[config.mk]
export PLATFORM = sky130hd
export DESIGN_NAME = mdu_iter_flat
export DESIGN_NICKNAME = d
export VERILOG_FILES = /design/src/rtl/mdu_iter_if.sv /design/src/rtl/mdu_iter.sv /design/src/flat_wrapper.sv
export SDC_FILE = /design/constraint.sdc
export NUM_CORES = 1
export LEC_CHECK = 0
export CAP_MARGIN = 20
export CORE_MARGIN = 3
export CORE_UTILIZATION = 55
export DETAILED_ROUTE_END_ITERATION = 16
export GPL_TIMING_DRIVEN = 0
export HOLD_SLACK_MARGIN = 0.02
export MAX_ROUTING_LAYER = met4
export PLACE_DENSITY = 0.74
export SLEW_MARGIN = 20
export SYNTH_ARGS = -nofsm -noshare
export SYNTH_HDL_FRONTEND = slang
export SYNTH_SLANG_ARGS = --single-unit
[constraint.sdc]
create_clock -name clk -period 12.55 [get_ports clk]
set_input_delay 1.255 -clock clk [delete_from_list [all_inputs] [get_ports clk]]
set_output_delay 1.255 -clock clk [all_outputs]
set_load 0.05 [all_outputs]
[src/rtl/mdu_iter_if.sv]
// mdu_iter_if: request/response bundle between the execute stage and mdu_iter
interface mdu_iter_if #(parameter int XLEN = 32);
    logic start, kill, busy, done;
    logic [2:0] funct3;
    logic [XLEN-1:0] op_a, op_b, result;
    modport master (output start, kill, funct3, op_a, op_b, input busy, done, result);
    modport slave (input start, kill, funct3, op_a, op_b, output busy, done, result);
endinterface

[src/rtl/mdu_iter.sv]
// mdu_iter: iterative RV32M multiply/divide unit with fixed XLEN+2 cycle latency
module mdu_iter #(parameter int XLEN = 32) (
    input logic clk,
    input logic rst,
    mdu_iter_if.slave bus
);
    typedef enum logic [1:0] {IDLE, CALC, FIN} state_t;
    localparam int CW = $clog2(XLEN);
    state_t state_q, state_d;
    logic [CW-1:0] cnt_q, cnt_d;
    logic [2:0] f3_q, f3_d;
    logic sa_q, sa_d, sb_q, sb_d, busy_q, busy_d, done_q, done_d;
    logic [XLEN-1:0] a_q, a_d, b_q, b_d, quo_q, quo_d, result_q, result_d;
    logic [2*XLEN:0] acc_q, acc_d;
    logic sgn_a, sgn_b, ge;
    logic [XLEN:0] trial, sum;
    logic [2*XLEN-1:0] prod;
    logic [XLEN-1:0] quo_s, rem_s, mul_r, div_r;
    assign bus.busy = busy_q;
    assign bus.done = done_q;
    assign bus.result = result_q;
    always_comb begin
        sgn_a = bus.funct3[2] ? ~bus.funct3[0] : bus.funct3[1] ^ bus.funct3[0];
        sgn_b = bus.funct3[2] ? ~bus.funct3[0] : ~bus.funct3[1] & bus.funct3[0];
        trial = {acc_q[XLEN-1:0], a_q[cnt_q]};
        ge = trial >= {1'b0, b_q};
        sum = acc_q[2*XLEN:XLEN] + (b_q[0] ? {1'b0, a_q} : '0);
        prod = (sa_q ^ sb_q) ? -acc_q[2*XLEN-1:0] : acc_q[2*XLEN-1:0];
        // divide-by-zero quotient is forced; overflow falls out of the magnitude math
        quo_s = ~|b_q ? '1 : (sa_q ^ sb_q) ? -quo_q : quo_q;
        rem_s = sa_q ? -acc_q[XLEN-1:0] : acc_q[XLEN-1:0];
        mul_r = f3_q[1:0] == 2'b00 ? prod[XLEN-1:0] : prod[2*XLEN-1:XLEN];
        div_r = f3_q[1] ? rem_s : quo_s;
        state_d = state_q;
        cnt_d = cnt_q;
        f3_d = f3_q;
        sa_d = sa_q;
        sb_d = sb_q;
        a_d = a_q;
        b_d = b_q;
        quo_d = quo_q;
        acc_d = acc_q;
        busy_d = busy_q;
        done_d = 1'b0;
        result_d = result_q;
        if (state_q == IDLE && bus.start) begin
            state_d = CALC;
            busy_d = 1'b1;
            cnt_d = CW'(XLEN - 1);
            f3_d = bus.funct3;
            sa_d = sgn_a & bus.op_a[XLEN-1];
            sb_d = sgn_b & bus.op_b[XLEN-1];
            a_d = sa_d ? -bus.op_a : bus.op_a;
            b_d = sb_d ? -bus.op_b : bus.op_b;
            quo_d = '0;
            acc_d = '0;
        end else if (state_q == CALC) begin
            state_d = cnt_q == '0 ? FIN : CALC;
            cnt_d = cnt_q - 1'b1;
            if (f3_q[2]) begin
                acc_d = (2*XLEN+1)'(ge ? trial - {1'b0, b_q} : trial);
                quo_d[cnt_q] = ge;
            end else begin
                acc_d = {1'b0, sum, acc_q[XLEN-1:1]};
                b_d = b_q >> 1;
            end
        end else if (state_q == FIN) begin
            state_d = IDLE;
            busy_d = 1'b0;
            done_d = 1'b1;
            result_d = f3_q[2] ? div_r : mul_r;
        end
        if (bus.kill) begin
            state_d = IDLE;
            busy_d = 1'b0;
            done_d = 1'b0;
            result_d = result_q;
        end
    end
    always_ff @(posedge clk) begin
        if (rst) begin
            state_q <= IDLE;
            cnt_q <= '0;
            f3_q <= '0;
            sa_q <= 1'b0;
            sb_q <= 1'b0;
            a_q <= '0;
            b_q <= '0;
            quo_q <= '0;
            acc_q <= '0;
            busy_q <= 1'b0;
            done_q <= 1'b0;
            result_q <= '0;
        end else begin
            state_q <= state_d;
            cnt_q <= cnt_d;
            f3_q <= f3_d;
            sa_q <= sa_d;
            sb_q <= sb_d;
            a_q <= a_d;
            b_q <= b_d;
            quo_q <= quo_d;
            acc_q <= acc_d;
            busy_q <= busy_d;
            done_q <= done_d;
            result_q <= result_d;
        end
    end
endmodule
[src/flat_wrapper.sv]
// flat-port wrapper written by rule: the top's interface ports become plain ports
module mdu_iter_flat 
#(parameter int XLEN = 32)
  (clk, rst, bus_start, bus_kill, bus_funct3, bus_op_a, bus_op_b, bus_busy, bus_done, bus_result);
  mdu_iter_if #(.XLEN(XLEN)) bus_i ();
  input logic clk;
  input logic rst;
  input wire logic [$bits(bus_i.start)-1:0] bus_start;
  input wire logic [$bits(bus_i.kill)-1:0] bus_kill;
  input wire logic [$bits(bus_i.funct3)-1:0] bus_funct3;
  input wire logic [$bits(bus_i.op_a)-1:0] bus_op_a;
  input wire logic [$bits(bus_i.op_b)-1:0] bus_op_b;
  output wire logic [$bits(bus_i.busy)-1:0] bus_busy;
  output wire logic [$bits(bus_i.done)-1:0] bus_done;
  output wire logic [$bits(bus_i.result)-1:0] bus_result;
  assign bus_i.start = bus_start;
  assign bus_i.kill = bus_kill;
  assign bus_i.funct3 = bus_funct3;
  assign bus_i.op_a = bus_op_a;
  assign bus_i.op_b = bus_op_b;
  assign bus_busy = bus_i.busy;
  assign bus_done = bus_i.done;
  assign bus_result = bus_i.result;
  mdu_iter #(.XLEN(XLEN)) u_core (.clk(clk), .rst(rst), .bus(bus_i));
endmodule
* After elaboration in Yosys (flattened, before gate mapping)
Cells that the tools add are included. W data, S select, Z words.
Word-level totals: flip-flop bits (word level) 207, output and inout bits 34, input bits 71
Operators by class: $add $sub $neg 8, bitwise gates (word level) 10, $lt $le $gt $ge 3, equality and inequality tests 4, mux-type cells 32, reductions and logical operators 18
Operators by type and width (number):
- $mux W32 | 12
- $mux W65 | 2
- $neg A32 Y32 | 4
- $mux W64 | 1
- $neg A64 Y64 | 1
- $sub A33 B32 Y34 | 1
- $add A33 B33 Y33 | 1
- $ge A33 B32 Y1 | 1
- $bwmux W32 | 1
- $reduce_or A32 Y1 | 1
- $mux W5 | 2
- $mux W1 | 9
- $lt A5 B6 Y1 const B | 1
- $mux W2 | 3
- $reduce_and A2 Y1 | 3
- $reduce_bool A2 Y1 | 3
- $bmux W1 S5 | 1
- $demux W1 S5 | 1
- $ge A5 B1 Y1 const B | 1
- $logic_not A5 Y1 | 1
- $not A1 Y1 | 5
- $sub A5 B1 Y5 const B | 1
- $logic_not A2 Y1 | 2
- $reduce_and A4 Y1 | 1
- other kinds (11) | 16

* Logic depth before layout (Yosys ltp)
Gate-level depths: netlist of the first run.
word-level depth 6, mapped depth 21

* Worst setup path after synthesis of the first run
OpenSTA, ideal clock, no wires.
path kind reg2reg, from reg u_core.cnt_q[0], to reg u_core.quo_q[28], cell stages (with the launch flop) 21, data arrival time 4904 ps, setup time 132 ps, setup slack 7514 ps, buffers on the path 4, cells stage by stage dfxtp_1 buf_1 mux4_2 inv_1 o22ai_1 a211oi_1 and3_1 ha_1 inv_1 fa_1 a21o_1 a221o_1 o311ai_0 a211oi_1 a211o_1 a21o_1 clkbuf_1 clkbuf_1 buf_1 nor3_1 nor3_1
On the way: longest elaborated chain between the ends 5, elaborated cells on any way between the ends 9, classes of those cells order compare: 3; mux: 5; reduce/logical: 1
Ends and longest elaborated chain:
- from (decl) | line mdu_iter.sv:10 | logic [CW-1:0] cnt_q, cnt_d;
- from (signal assigned) | line mdu_iter.sv:96 | cnt_q <= cnt_d;
- parallel branches: the longest is 4 deep, another holds $ge A33 B32 Y1
- $bwmux W32 (*) | line mdu_iter.sv:62 | quo_d[cnt_q] = ge;
- to (signal assigned) | line mdu_iter.sv:102 | quo_q <= quo_d;
- to (decl) | line mdu_iter.sv:13 | logic [XLEN-1:0] a_q, a_d, b_q, b_d, quo_q, quo_d, result_q, result_d;
Mark *: on every way between the ends. The select of a mux whose other input is x is not followed. A chain may end at the register's enable or synchronous reset.

* Final worst setup path of the first run
from reg u_core.cnt_q[0], to reg u_core.acc_q[31]
On the way: longest elaborated chain between the ends 5, elaborated cells on any way between the ends 6, classes of those cells add/sub: 1; order compare: 1; mux: 4
Ends and longest elaborated chain:
- $bmux W1 S5 (*) | line mdu_iter.sv:25 | trial = {acc_q[XLEN-1:0], a_q[cnt_q]};
- $mux W1 (implied by the code) (*) | line mdu_iter.sv:25
- $sub A33 B32 Y34 or $ge A33 B32 Y1 (tied branches) | line mdu_iter.sv:61, mdu_iter.sv:26
- $mux W65 (*) | line mdu_iter.sv:61 | acc_d = (2*XLEN+1)'(ge ? trial - {1'b0, b_q} : trial);
- $mux W65 (*) | line mdu_iter.sv:60 | if (f3_q[2]) begin
- to (signal assigned) | line mdu_iter.sv:90 | acc_q <= '0;
- to (signal assigned) | line mdu_iter.sv:103 | acc_q <= acc_d;
- to (decl) | line mdu_iter.sv:14 | logic [2*XLEN:0] acc_q, acc_d;
Every way passes the cells marked *; elsewhere a longest branch is shown, timed or not. The select of a mux whose other input is x is not followed.

==> impl_summary.log, run 1 <==
[metrics] outcome: finished, final reports clean
[metrics] type of destination of the critical path: flop
[metrics] endpoints failing setup: 0
[metrics] H-tree Lvls: 1
[metrics] estimated wirelength of the detail-placed design: 49.20 mm
[metrics] number of standard-cell rows in the floorplan: 63
[metrics] Hold Startpoint: u_core.bus.result[17]
[metrics] Final ANT Viol Nets: 0
[metrics] endpoint required time on the critical path: 12.94 ns
[metrics] detailed-routing iteration count for the pre-antenna-repair pass: 6
[metrics] Tightest Pin Transition: 1.061 ns
[metrics] origin of the critical flop-to-flop path: u_core.cnt_q[0]
[metrics] compound-cell area share of the yosys netlist: 0.2612
[metrics] number of I/O pins: 105
[metrics] area of the mapped netlist: 16790 µm²
[metrics] number of instances on the worst hold path: 2
[metrics] fin cells: 2801
[metrics] post-layout net count: 2546
[metrics] total power: 1.966 mW
[metrics] via density per instance: 6.394
[metrics] period utilisation layout: 0.5398
[metrics] count of unique library cells instantiated by Yosys: 73
[metrics] number of placed cells counting well taps: 2759
[metrics] wire length on met1: 26.19 mm
[metrics] relative slew slack: 0.2838
[metrics] number of buffers created by CTS: 24
[metrics] Mapped Nets: 2416
[metrics] total vias in the final route: 17910
[metrics] endpoint of the lowest-slack register-to-register path: u_core.acc_q[31]
[metrics] min-delay worst type: flop to flop
[metrics] final estimated routing congestion in global placement: 1.051
[metrics] final setup margin: 5.775 ns
[metrics] overflow left after global routing: 0
[metrics] buffer type at the clock tree root: clkbuf_16
[metrics] GRT Util Overall: 0.3732
[metrics] hold violation total from the final report: 0
[metrics] relative area change from synthesis to final layout: 13.94%
[metrics] multiplexer share of the synthesized area: 0.03532
[metrics] ys async rst share: 0
[metrics] clock skew: 0.01451 ns
[metrics] clock tree from TritonCTS: done
[metrics] share of power burned in combinational logic: 0.265
[metrics] power density relative to cell area: 102.8 nW/µm²
[metrics] net switching component of the power: 0.6594 mW
[metrics] vias in the first global route: 16480
[metrics] number of pins exceeding their max-slew limit in the final report: 0
[metrics] cells resized by post-CTS repair: 0
[metrics] clock slew at reported path FFs: 0.06 ns
[metrics] worst r2r path cells: 19
[metrics] routed wire length per instance: 22.10 µm
[metrics] count of clock tree sinks: 207
[metrics] pin count of the biggest net entering global routing: 13
[metrics] type of the worst setup path: flop to flop
[metrics] shortest period the worst path allows: 6.775 ns
[metrics] # fillers: 2721
[metrics] met3 wirelength from detailed routing: 6.309 mm
[metrics] switching part of the total: 0.3354
[metrics] maximum fanout along the worst path: 10
[metrics] number of buffers added on ports: 104
[metrics] Internal Dissipation: 1.307 mW
[metrics] Arrival @ worst endpoint: 7.17 ns
[metrics] dominant combinational cell family by area after synthesis: compound AO/OA/AOI/OAI gates
[metrics] routed wire length: 61.91 mm
[metrics] DIE AREA: 32660 µm²
[metrics] Main synth FF type: dfxtp_1
[metrics] number of antenna violations at the first check in global routing: 0
[metrics] Worst R2R Setup Slack: 5.78 ns
[metrics] clock latency at the later pin of the worst-skew pair: 0.54 ns
[metrics] highest metal layer used by the detailed router: met4
[metrics] detailed-routed wire length on met2: 26.86 mm
[metrics] element type at the critical path start: flop
[metrics] post-CTS setup repair buffer count: 0
[metrics] synth warn: 0
[metrics] Hold Path Sink: u_core.bus.result[17]
[metrics] wire length of the first global-routing pass: 95.23 mm
[metrics] number of enable flip-flop cells after synthesis: 0
[metrics] share of cells above drive strength 1: 0.04148
[metrics] Chip Width: 180.7 µm
[metrics] post-cts hold buffer count: 0
[metrics] number of DRC violations after detailed-routing iteration 0: 2048
[metrics] number of synthesized register bits: 207
[metrics] Flop pwr share: 0.364
[metrics] number of standard cells after synthesis: 2265
[metrics] Post-Synthesis Mean Instance Area: 7.413 µm²
[metrics] Ant. Diodes: 0
[metrics] Die Y-Extent: 180.7 µm
[metrics] number of remaining DRC errors: 0
[metrics] sequential-to-total area share from yosys stat: 0.2468
[metrics] fraction of the mapped netlist area in simple logic gates: 0.2202
[metrics] Synth Area in XOR/XNOR: 0.1200
[metrics] Static Leak: 7.323 nW
[metrics] area of the core region: 29870 µm²
[metrics] worst slack after detailed placement: 5.998 ns
[metrics] setup repair after global routing missed its margin: no
[metrics] worst supply voltage drop on vdd: 87.27 µV
[metrics] highest attainable clock frequency: 147.6 MHz
[metrics] post-synthesis adder-cell area fraction: 0.06051
[metrics] deepest clock path buffer count: 3
[metrics] starting density of the core: 0.5620
[metrics] Clock power frac: 0.371
[metrics] area of all sequential standard cells: 4144 µm²
[metrics] max-cap viol count: 0
[metrics] total negative slack for setup checks: 0 ns
[metrics] multi-input combinational cell area: 11710 µm²
[layer usage]
layer,up-vias,global-route usage
met2,918,0.5682
met5,-,-
met3,152,0.06422
li1,8454,-
met1,8386,0.5021
met4,0,0.1296
[cell usage in the layout (no fill, tap or decap), types with 85 or more instances in the layout]
cell type and count:
nand2_1 258, nor2_1 242, dfxtp_1 207, a21oi_1 183, clkbuf_1 142, o21ai_0 135
xor2_1 121, xnor2_1 109, clkdlybuf4s50_1 104, nor3_1 85
[cells by family (layout without fill, tap and decap cells)]
logic type / count (synthesis) / after routing
AND/OR/NAND/NOR: 802 / 802
AO/OA/AOI/OAI: 659 / 659
buffers and inverters: 238 / 384
XOR/XNOR: 230 / 230
flip-flops: 207 / 207
adder cells (fa/ha/maj): 80 / 80
multiplexers: 49 / 49
[worst max path at each step]
stage               startpoint  cells past startpoint  slack (ns)               end
2_1_floorplan  u_core.cnt_q[0]                     20        7.51  u_core.quo_q[28]
3_3_place_gp   u_core.cnt_q[0]                     19        6.03  u_core.acc_q[30]
3_5_place_dp   u_core.cnt_q[0]                     19        6.00  u_core.quo_q[17]
4_1_cts        u_core.cnt_q[0]                     19        5.97  u_core.quo_q[17]
5_1_grt        u_core.cnt_q[0]                     19        5.53  u_core.quo_q[28]
6_report       u_core.cnt_q[0]                     19        5.78  u_core.acc_q[31]
[through the flow]
step | util | hold slack (ns) | cell area, µm²
6_report | 0.6403 | 0.4309 | 19130
5_1_grt | 0.6403 | 0.4735 | 19130
4_1_cts | 0.6403 | 0.4356 | 19130
3_5_place_dp | 0.6134 | 0.4353 | 18320
3_3_place_gp | 0.6132 | 0.4268 | 18320
2_1_floorplan | - | 0.4371 | 16790
[final cells by class]
cell class,count,share of cell area
clock inverters,5,0.003924
inverters,77,0.01511
well taps,390,0.02551
multi-input cells,1820,0.6122
clock buffers,37,0.03820
plain buffers,161,0.03401
flip-flops and latches,207,0.2166
repair buffers,104,0.05442
[power groups by stage]
stage | clock [mW] | sequential [mW] | combinational (mW)
after global placement | 0 | 0.727 | 0.497
after CTS | 0.731 | 0.715 | 0.506
after global routing | 0.759 | 0.719 | 0.562
final | 0.729 | 0.716 | 0.521
after floorplan | 0 | 0.717 | 0.343
after detailed placement | 0 | 0.729 | 0.504
[critical path: stages (launching register included)]
cell	delay (ns)
dfxtp_1	0.42
buf_1	0.57
mux4_2	0.63
nor2b_1	0.16
a211oi_1	0.21
and3_1	0.38
ha_1	0.23
inv_1	0.05
fa_1	0.40
a21o_1	0.20
a221o_1	0.37
o311ai_0	0.62
a211oi_1	0.30
a211o_1	0.37
a21o_1	0.21
clkbuf_1	0.34
clkbuf_1	0.44
clkbuf_1	0.40
a21oi_1	0.23
a21oi_1	0.08
[state kept, by name (all words and copies together) (netlist names)]
register / flops
u_core.sa_q: 1
u_core.cnt_q: 5
u_core.state_q: 2
u_core.sb_q: 1
u_core.quo_q: 32
u_core.acc_q: 65
u_core.bus.busy: 1
u_core.bus.result: 32
u_core.bus.done: 1
u_core.b_q: 32
u_core.f3_q: 3
u_core.a_q: 32
[cells in the mapped netlist, drive strengths merged, types with 8 or more instances]
master,instances,share of area
nand2,258,0.058
nor2,243,0.054
dfxtp,207,0.25
a21oi,183,0.055
clkbuf,139,0.033
o21ai,136,0.041
xor2,121,0.063
xnor2,109,0.057
nor3,87,0.026
ha,78,0.058
inv,76,0.017
a211oi,46,0.021
a21o,43,0.019
and2,41,0.015
mux2i,39,0.023
o31ai,37,0.017
a311oi,35,0.018
or3,29,0.012
a31oi,27,0.010
nand3,27,0.0080
o221a,25,0.017
o211ai,24,0.011
nor4,23,0.0086
buf,22,0.0059
a221oi,19,0.0099
and3,17,0.0063
or4,17,0.0080
nand4,16,0.0060
nand2b,13,0.0048
o41ai,13,0.0068
nor2b,9,0.0034
mux4,8,0.011
o21bai,8,0.0036
o221ai,8,0.0042
or2,8,0.0030
Power figures use the tool's default switching activity.
==> run 2: changes to the inputs <==
clock period = 6.85 ns   (was 12.55 ns; I/O delays follow)
==> impl_summary.log, run 2 (same netlist as run 1, synthesis figures left out) <==
[metrics] outcome: finished, final reports clean (unchanged)
[metrics] count of clock tree sinks: 207 (unchanged)
[metrics] relative area change from synthesis to final layout: 13.94% (about the same)
[metrics] post-cts hold buffer count: 0 (unchanged)
[metrics] deepest clock path buffer count: 3 (unchanged)
[metrics] H-tree Lvls: 1 (unchanged)
[metrics] clock skew: 0.01450 ns (was 0.01451 ns)
[metrics] most frequent cells in the layout: nand2_1 (258), nor2_1 (242), dfxtp_1 (207) (unchanged)
[metrics] Chip Width: 180.7 µm (unchanged)
[metrics] number of I/O pins: 105 (unchanged)
[metrics] min-delay worst type: flop to flop (unchanged)
[metrics] number of gates on the worst path with buffers counted: 19 (unchanged)
[metrics] type of the worst setup path: flop to flop (unchanged)
[metrics] most common library cell in the layout ignoring fill and taps: nand2_1 (unchanged)
[metrics] number of buffers added on ports: 104 (unchanged)
[metrics] number of flip-flops in the largest register: 65 (unchanged)
[metrics] number of buffers created by CTS: 24 (unchanged)
[metrics] Hold Path Sink: u_core.bus.result[17] (unchanged)
[metrics] # fillers: 2721 (unchanged)
[metrics] routed wire length: 61.92 mm (was 61.91 mm)
[metrics] total vias in the final route: 17930 (was 17910)
[metrics] estimated wirelength of the detail-placed design: 49.20 mm (unchanged)
[metrics] routed wire length per instance: 22.11 µm (was 22.10 µm)
[metrics] highest attainable clock frequency: 153.5 MHz (was 147.6 MHz)
[metrics] Hold Startpoint: u_core.bus.result[17] (unchanged)
[metrics] endpoints failing setup: 0 (unchanged)
[metrics] number of pins exceeding their max-slew limit in the final report: 0 (unchanged)
[metrics] post-layout util: 0.6404 (was 0.6403)
[metrics] period utilisation layout: 0.9512 (was 0.5398)
[metrics] setup repair after global routing missed its margin: no (unchanged)
[metrics] number of DRC violations after detailed-routing iteration 0: 2027 (was 2048)
[metrics] origin of the critical flop-to-flop path: u_core.cnt_q[0] (unchanged)
[metrics] total buffers and inverters traversed by the critical path: 5 (unchanged)
[metrics] DIE AREA: 32660 µm² (unchanged)
[metrics] category of cells accounting for the largest share of critical-path delay: compound AO/OA/AOI/OAI gates (unchanged)
[metrics] hold violation total from the final report: 0 (unchanged)
[metrics] crit-path max cell delay: 0.62 ns (was 0.63 ns)
[metrics] via density per instance: 6.400 (was 6.394)
[metrics] Die Y-Extent: 180.7 µm (unchanged)
[metrics] clock tree from TritonCTS: done (unchanged)
[metrics] cell repeated most along the worst path: clkbuf_1 (unchanged)
[metrics] worst slack on hold paths: 0.4309 ns (unchanged)
[metrics] clock latency at the later pin of the worst-skew pair: 0.54 ns (about the same)
[metrics] Internal Dissipation: 2.394 mW (was 1.307 mW)
[metrics] endpoint required time on the critical path: 7.24 ns (was 12.94 ns)
[metrics] shortest period the worst path allows: 6.516 ns (was 6.775 ns)
[metrics] Worst R2R Setup Slack: 0.33 ns (was 5.78 ns)
[metrics] share of power burned in combinational logic: 0.265 (about the same)
[metrics] multi-input combinational cell area: 11710 µm² (unchanged)
[metrics] overflow left after global routing: 0 (unchanged)
[metrics] final estimated routing congestion in global placement: 1.051 (unchanged)
[metrics] power density relative to cell area: 188.3 nW/µm² (was 102.8 nW/µm²)
[metrics] vias in the first global route: 16480 (unchanged)
[metrics] starting density of the core: 0.5620 (unchanged)
[metrics] cells resized by post-CTS repair: 0 (unchanged)
[metrics] number of antenna violations at the first check in global routing: 0 (unchanged)
[metrics] clock slew at reported path FFs: 0.06 ns (about the same)
[metrics] pin count of the biggest net entering global routing: 13 (unchanged)
[metrics] endpoint of the lowest-slack register-to-register path: u_core.acc_q[31] (unchanged)
[metrics] worst supply voltage drop on vdd: 159.9 µV (was 87.27 µV)
[metrics] buffer type at the clock tree root: clkbuf_16 (unchanged)
[metrics] relative slew slack: 0.2587 (was 0.2838)
[metrics] element type at the critical path start: flop (unchanged)
[metrics] post-layout net count: 2546 (unchanged)
[metrics] number of standard-cell rows in the floorplan: 63 (unchanged)
[metrics] max-cap viol count: 0 (unchanged)
[metrics] detailed-routing iteration count for the pre-antenna-repair pass: 7 (was 6)
[metrics] number of instances on the worst hold path: 2 (unchanged)
[metrics] switching part of the total: 0.3354 (about the same)
[metrics] library cell contributing the largest single delay on the critical path: o311ai_0 (was mux4_2)
[metrics] total negative slack for setup checks: 0 ns (unchanged)
[metrics] wire length of the first global-routing pass: 95.23 mm (unchanged)
[metrics] Reg with most FFs: u_core.acc_q (unchanged)
[metrics] Static Leak: 7.327 nW (was 7.323 nW)
[metrics] maximum fanout along the worst path: 10 (unchanged)
[metrics] Ant. Diodes: 0 (unchanged)
[metrics] critical path cell sequence: clkbuf_2 -> mux4_2 -> nor2b_1 -> a211oi_1 -> and3_1 -> ha_1 -> inv_1 -> fa_1 -> a21o_1 -> a221o_1 -> o311ai_0 -> a211oi_1 -> a211o_1 -> a21o_1 -> clkbuf_1 -> clkbuf_1 -> clkbuf_1 -> a21oi_1 -> a21oi_1 (was buf_1 -> mux4_2 -> nor2b_1 -> a211oi_1 -> and3_1 -> ha_1 -> inv_1 -> fa_1 -> a21o_1 -> a221o_1 -> o311ai_0 -> a211oi_1 -> a211o_1 -> a21o_1 -> clkbuf_1 -> clkbuf_1 -> clkbuf_1 -> a21oi_1 -> a21oi_1)
[metrics] area of the core region: 29870 µm² (unchanged)
[metrics] area of all sequential standard cells: 4144 µm² (unchanged)
[metrics] Clock power frac: 0.371 (about the same)
[metrics] type of destination of the critical path: flop (unchanged)
[metrics] GRT Util Overall: 0.3732 (unchanged)
[metrics] Tightest Pin Transition: 1.098 ns (was 1.061 ns)
[metrics] number of remaining DRC errors: 0 (unchanged)
[metrics] share of cells above drive strength 1: 0.04189 (was 0.04148)
[metrics] Final ANT Viol Nets: 0 (unchanged)
[metrics] Flop pwr share: 0.364 (about the same)
[metrics] net switching component of the power: 1.208 mW (was 0.6594 mW)
[metrics] Arrival @ worst endpoint: 6.91 ns (was 7.17 ns)
[metrics] worst r2r path cells: 19 (unchanged)
[metrics] post-CTS setup repair buffer count: 0 (unchanged)
==> run 2: how the worst max path moves through the flow <==
stage / from / end / slack [ns]
floorplan: u_core.cnt_q[0] / u_core.quo_q[28] / 1.81
global placement: u_core.cnt_q[0] / u_core.acc_q[30] / 0.33
detailed placement: u_core.cnt_q[0] / u_core.quo_q[17] / 0.30
CTS: u_core.cnt_q[0] / u_core.quo_q[17] / 0.27
global route: u_core.cnt_q[0] / u_core.quo_q[28] / 0.14
finish: u_core.cnt_q[0] / u_core.acc_q[31] / 0.33
==> run 2: power groups by stage <==
stage / Clock (mW) / Combinational, mW / Sequential [mW]
global route: 1.39 / 1.03 / 1.32
detailed placement: 0 / 0.923 / 1.34
CTS: 1.34 / 0.927 / 1.31
floorplan: 0 / 0.628 / 1.31
finish: 1.34 / 0.955 / 1.31
global placement: 0 / 0.911 / 1.33
==> run 2: worst reg2reg max path, stage by stage (launching register included) <==
cell	delay, ns
dfxtp_1	0.42
clkbuf_2	0.35
mux4_2	0.59
nor2b_1	0.16
a211oi_1	0.21
and3_1	0.38
ha_1	0.23
inv_1	0.05
fa_1	0.40
a21o_1	0.20
a221o_1	0.37
o311ai_0	0.62
a211oi_1	0.30
a211o_1	0.37
a21o_1	0.21
clkbuf_1	0.34
clkbuf_1	0.45
clkbuf_1	0.40
a21oi_1	0.23
a21oi_1	0.08
==> run 2: final cells by class <==
class,count,area share
Buffer,161,0.03407
Clock buffer,37,0.03820
Clock inverter,5,0.003924
Inverter,77,0.01511
Multi-Input combinational cell,1820,0.6122
Sequential cell,207,0.2166
Tap cell,390,0.02551
Timing Repair Buffer,104,0.05441
==> run 2: routing by layer <==
metal | track usage | part of all wire
met1 | 0.5021 | 0.42
met4 | 0.1296 | 0.041
met5 | - | 0
met3 | 0.06422 | 0.10
met2 | 0.5682 | 0.43
==> run 2: through the flow <==
step	cell area [µm²]	cells	total power [mW]	worst slack, ns
finish	19130	2801	3.603	0.3342
global route	19130	2801	3.737	0.1414
CTS	19130	2801	3.575	0.2712
detailed placement	18320	2759	2.259	0.2979
global placement	18320	2759	2.244	0.3334
floorplan	16790	2265	1.941	1.814
==> RTL change: new RTL, config.mk and constraints of run 2 <==
Take the reset off `a_q`, `b_q` and `result_q` and load them in a clocked block of their own.
--- a/src/rtl/mdu_iter.sv
+++ b/src/rtl/mdu_iter.sv
@@ -84,26 +84,26 @@
             f3_q <= '0;
             sa_q <= 1'b0;
             sb_q <= 1'b0;
-            a_q <= '0;
-            b_q <= '0;
             quo_q <= '0;
             acc_q <= '0;
             busy_q <= 1'b0;
             done_q <= 1'b0;
-            result_q <= '0;
         end else begin
             state_q <= state_d;
             cnt_q <= cnt_d;
             f3_q <= f3_d;
             sa_q <= sa_d;
             sb_q <= sb_d;
-            a_q <= a_d;
-            b_q <= b_d;
             quo_q <= quo_d;
             acc_q <= acc_d;
             busy_q <= busy_d;
             done_q <= done_d;
-            result_q <= result_d;
         end
     end
+
+    always_ff @(posedge clk) begin
+        a_q      <= a_d;
+        b_q      <= b_d;
+        result_q <= result_d;
+    end
 endmodule
Check against the original RTL: same outputs for any inputs over 4 cycles, from zero or initial values and one cycle with rst high; that may be too few to reach the edited logic, so the function may still have changed.
==> RTL change against run 2 <==
Routed wire length is 2.7% lower. Count of clock-buffer cells in the layout down 1. Setup slack gained 0.45 ns. Critical path depth shrank 2. Sequential cell count unchanged. Total power up 3.1%. Sequential power up 9%. Cell area rose by 0.88%. Synthesized area up 0.30%. Largest power group is now sequential cells.
==> RTL change: results (changes against run 2) <==
status=completed; Commonest cells post-synth=nand2_1 (209), a21oi_1 (202), o21ai_0 (161), nor2_1 (158), clkbuf_1 (125); top post-synthesis cells by area=edfxtp_1 (17%), dfxtp_1 (13%), xor2_1 (6.2%); Syn Area/Cell=7.99 µm² (+7.8%); number of global-route vias before repair=15800 (-3.9%); Least-Margin Pin Slew=1.02 ns (-0.0735 ns); Top FF cell, synth=dfxtp_1; Hold Path Stages=2 (unchanged); GRT Util Overall=36.0% (-1.3 points); Post-CTS Setup Inserts=0 (unchanged); placed instance count=2606 (-5.5%); GR Util met3=6.83% (+0.40 points); met2 usage=55.6% (-1.2 points); Met1 Wirelength=24.8 mm (-5.4%); global-route wire length before repair=90.7 mm (-4.7%); Lkg Pwr=7.32 nW (about the same); initial antenna violation count=2 (+2); Placed Area=18400 µm² (+0.60%); TritonCTS buffer count=26 (+8.3%); Synth Area in XOR/XNOR=11.6% (-0.40 points); fillcell total=2695 (-0.96%); GP Congestion=1.06 (+0.88%); syn nets=2259 (-6.5%); compound-cell area share of the yosys netlist=24.8% (-1.3 points); Via Count=17400 (-3.1%); sequential-to-total area share from yosys stat=30.3% (+5.6 points); sequential cell area=5100 µm² (+23%); met3 WL=6.28 mm (-0.81%); Iteration-0 DRC Markers=1989 (-1.9%); crit path DAT=6.53 ns (-0.38 ns); HPWL after DPL=47.6 mm (-3.2%); FF-to-FF setup slack=0.78 ns (+0.45 ns); Max VDD drop=210 µV (+31%); pre-CTS WS=0.866 ns (+0.568 ns); WHS=0.486 ns (+0.0553 ns); Post-synth EDFFs=96 (+96); layout cells sized above 1=3.98% (-0.21 points); largest net degree at the start of global routing=35 (+22); Final #Nets=2395 (-5.9%); WL met2=26.7 mm (-0.84%); IO Port Bufs=104 (unchanged); first-pass detailed-route iteration total=6 (-1); Internal=2.50 mW (+4.6%); reg2reg path depth=17 (-2); post-synth cell types=74 (+1.4%); fin cells=2657 (-5.1%)
-- RTL change: path summary, 6_finish.rpt --
check,endpoint,start
worst max-delay path,u_core.acc_q[63],u_core.cnt_q[0]
worst min-delay path,u_core.f3_q[0],u_core.f3_q[0]
worst max register to register,u_core.acc_q[63],u_core.cnt_q[0]
worst min register to register,u_core.f3_q[0],u_core.f3_q[0]
-- RTL change: final cells by class --
class | instances | share of cell area [%]
Clock buffer | 36 | 3.79
Tap cell | 390 | 2.53
Antenna cell | 3 | 0.0389
Multi-Input combinational cell | 1686 | 56.6
Clock inverter | 12 | 0.655
Sequential cell | 207 | 26.5
Buffer | 142 | 2.84
Timing Repair Buffer | 108 | 5.63
Inverter | 73 | 1.42
-- RTL change: cell families (layout without fill, tap and decap cells) --
group	after synthesis	count (layout)
simple gates	688	688
flops	207	207
buf+inv	215	371
other cells	0	3
compound gates	659	659
xor+xnor	223	223
fa+ha+maj	80	80
mux	36	36
-- RTL change: power groups by stage --
stage / logic (mW) / registers [mW] / clock network [mW]
2_1_floorplan: 0.574 / 1.42 / 0
3_3_place_gp: 0.857 / 1.45 / 0
3_5_place_dp: 0.871 / 1.45 / 0
4_1_cts: 0.875 / 1.42 / 1.40
5_1_grt: 0.970 / 1.43 / 1.45
6_report: 0.904 / 1.43 / 1.39
-- RTL change: critical path: stages, from the launching register on --
cell and delay, ns:
dfxtp_1 0.50, buf_1 0.78, mux4_2 0.69, inv_1 0.08, o22ai_1 0.06, a221oi_1 0.23, and3_1 0.41, ha_1 0.23
nor2b_1 0.06, o2111ai_1 0.31, a2111oi_0 0.27, o311ai_0 0.82, a31o_2 0.35, o211a_1 0.22, clkbuf_1 0.44, a221oi_1 0.14
a21oi_1 0.18, a21boi_0 0.21
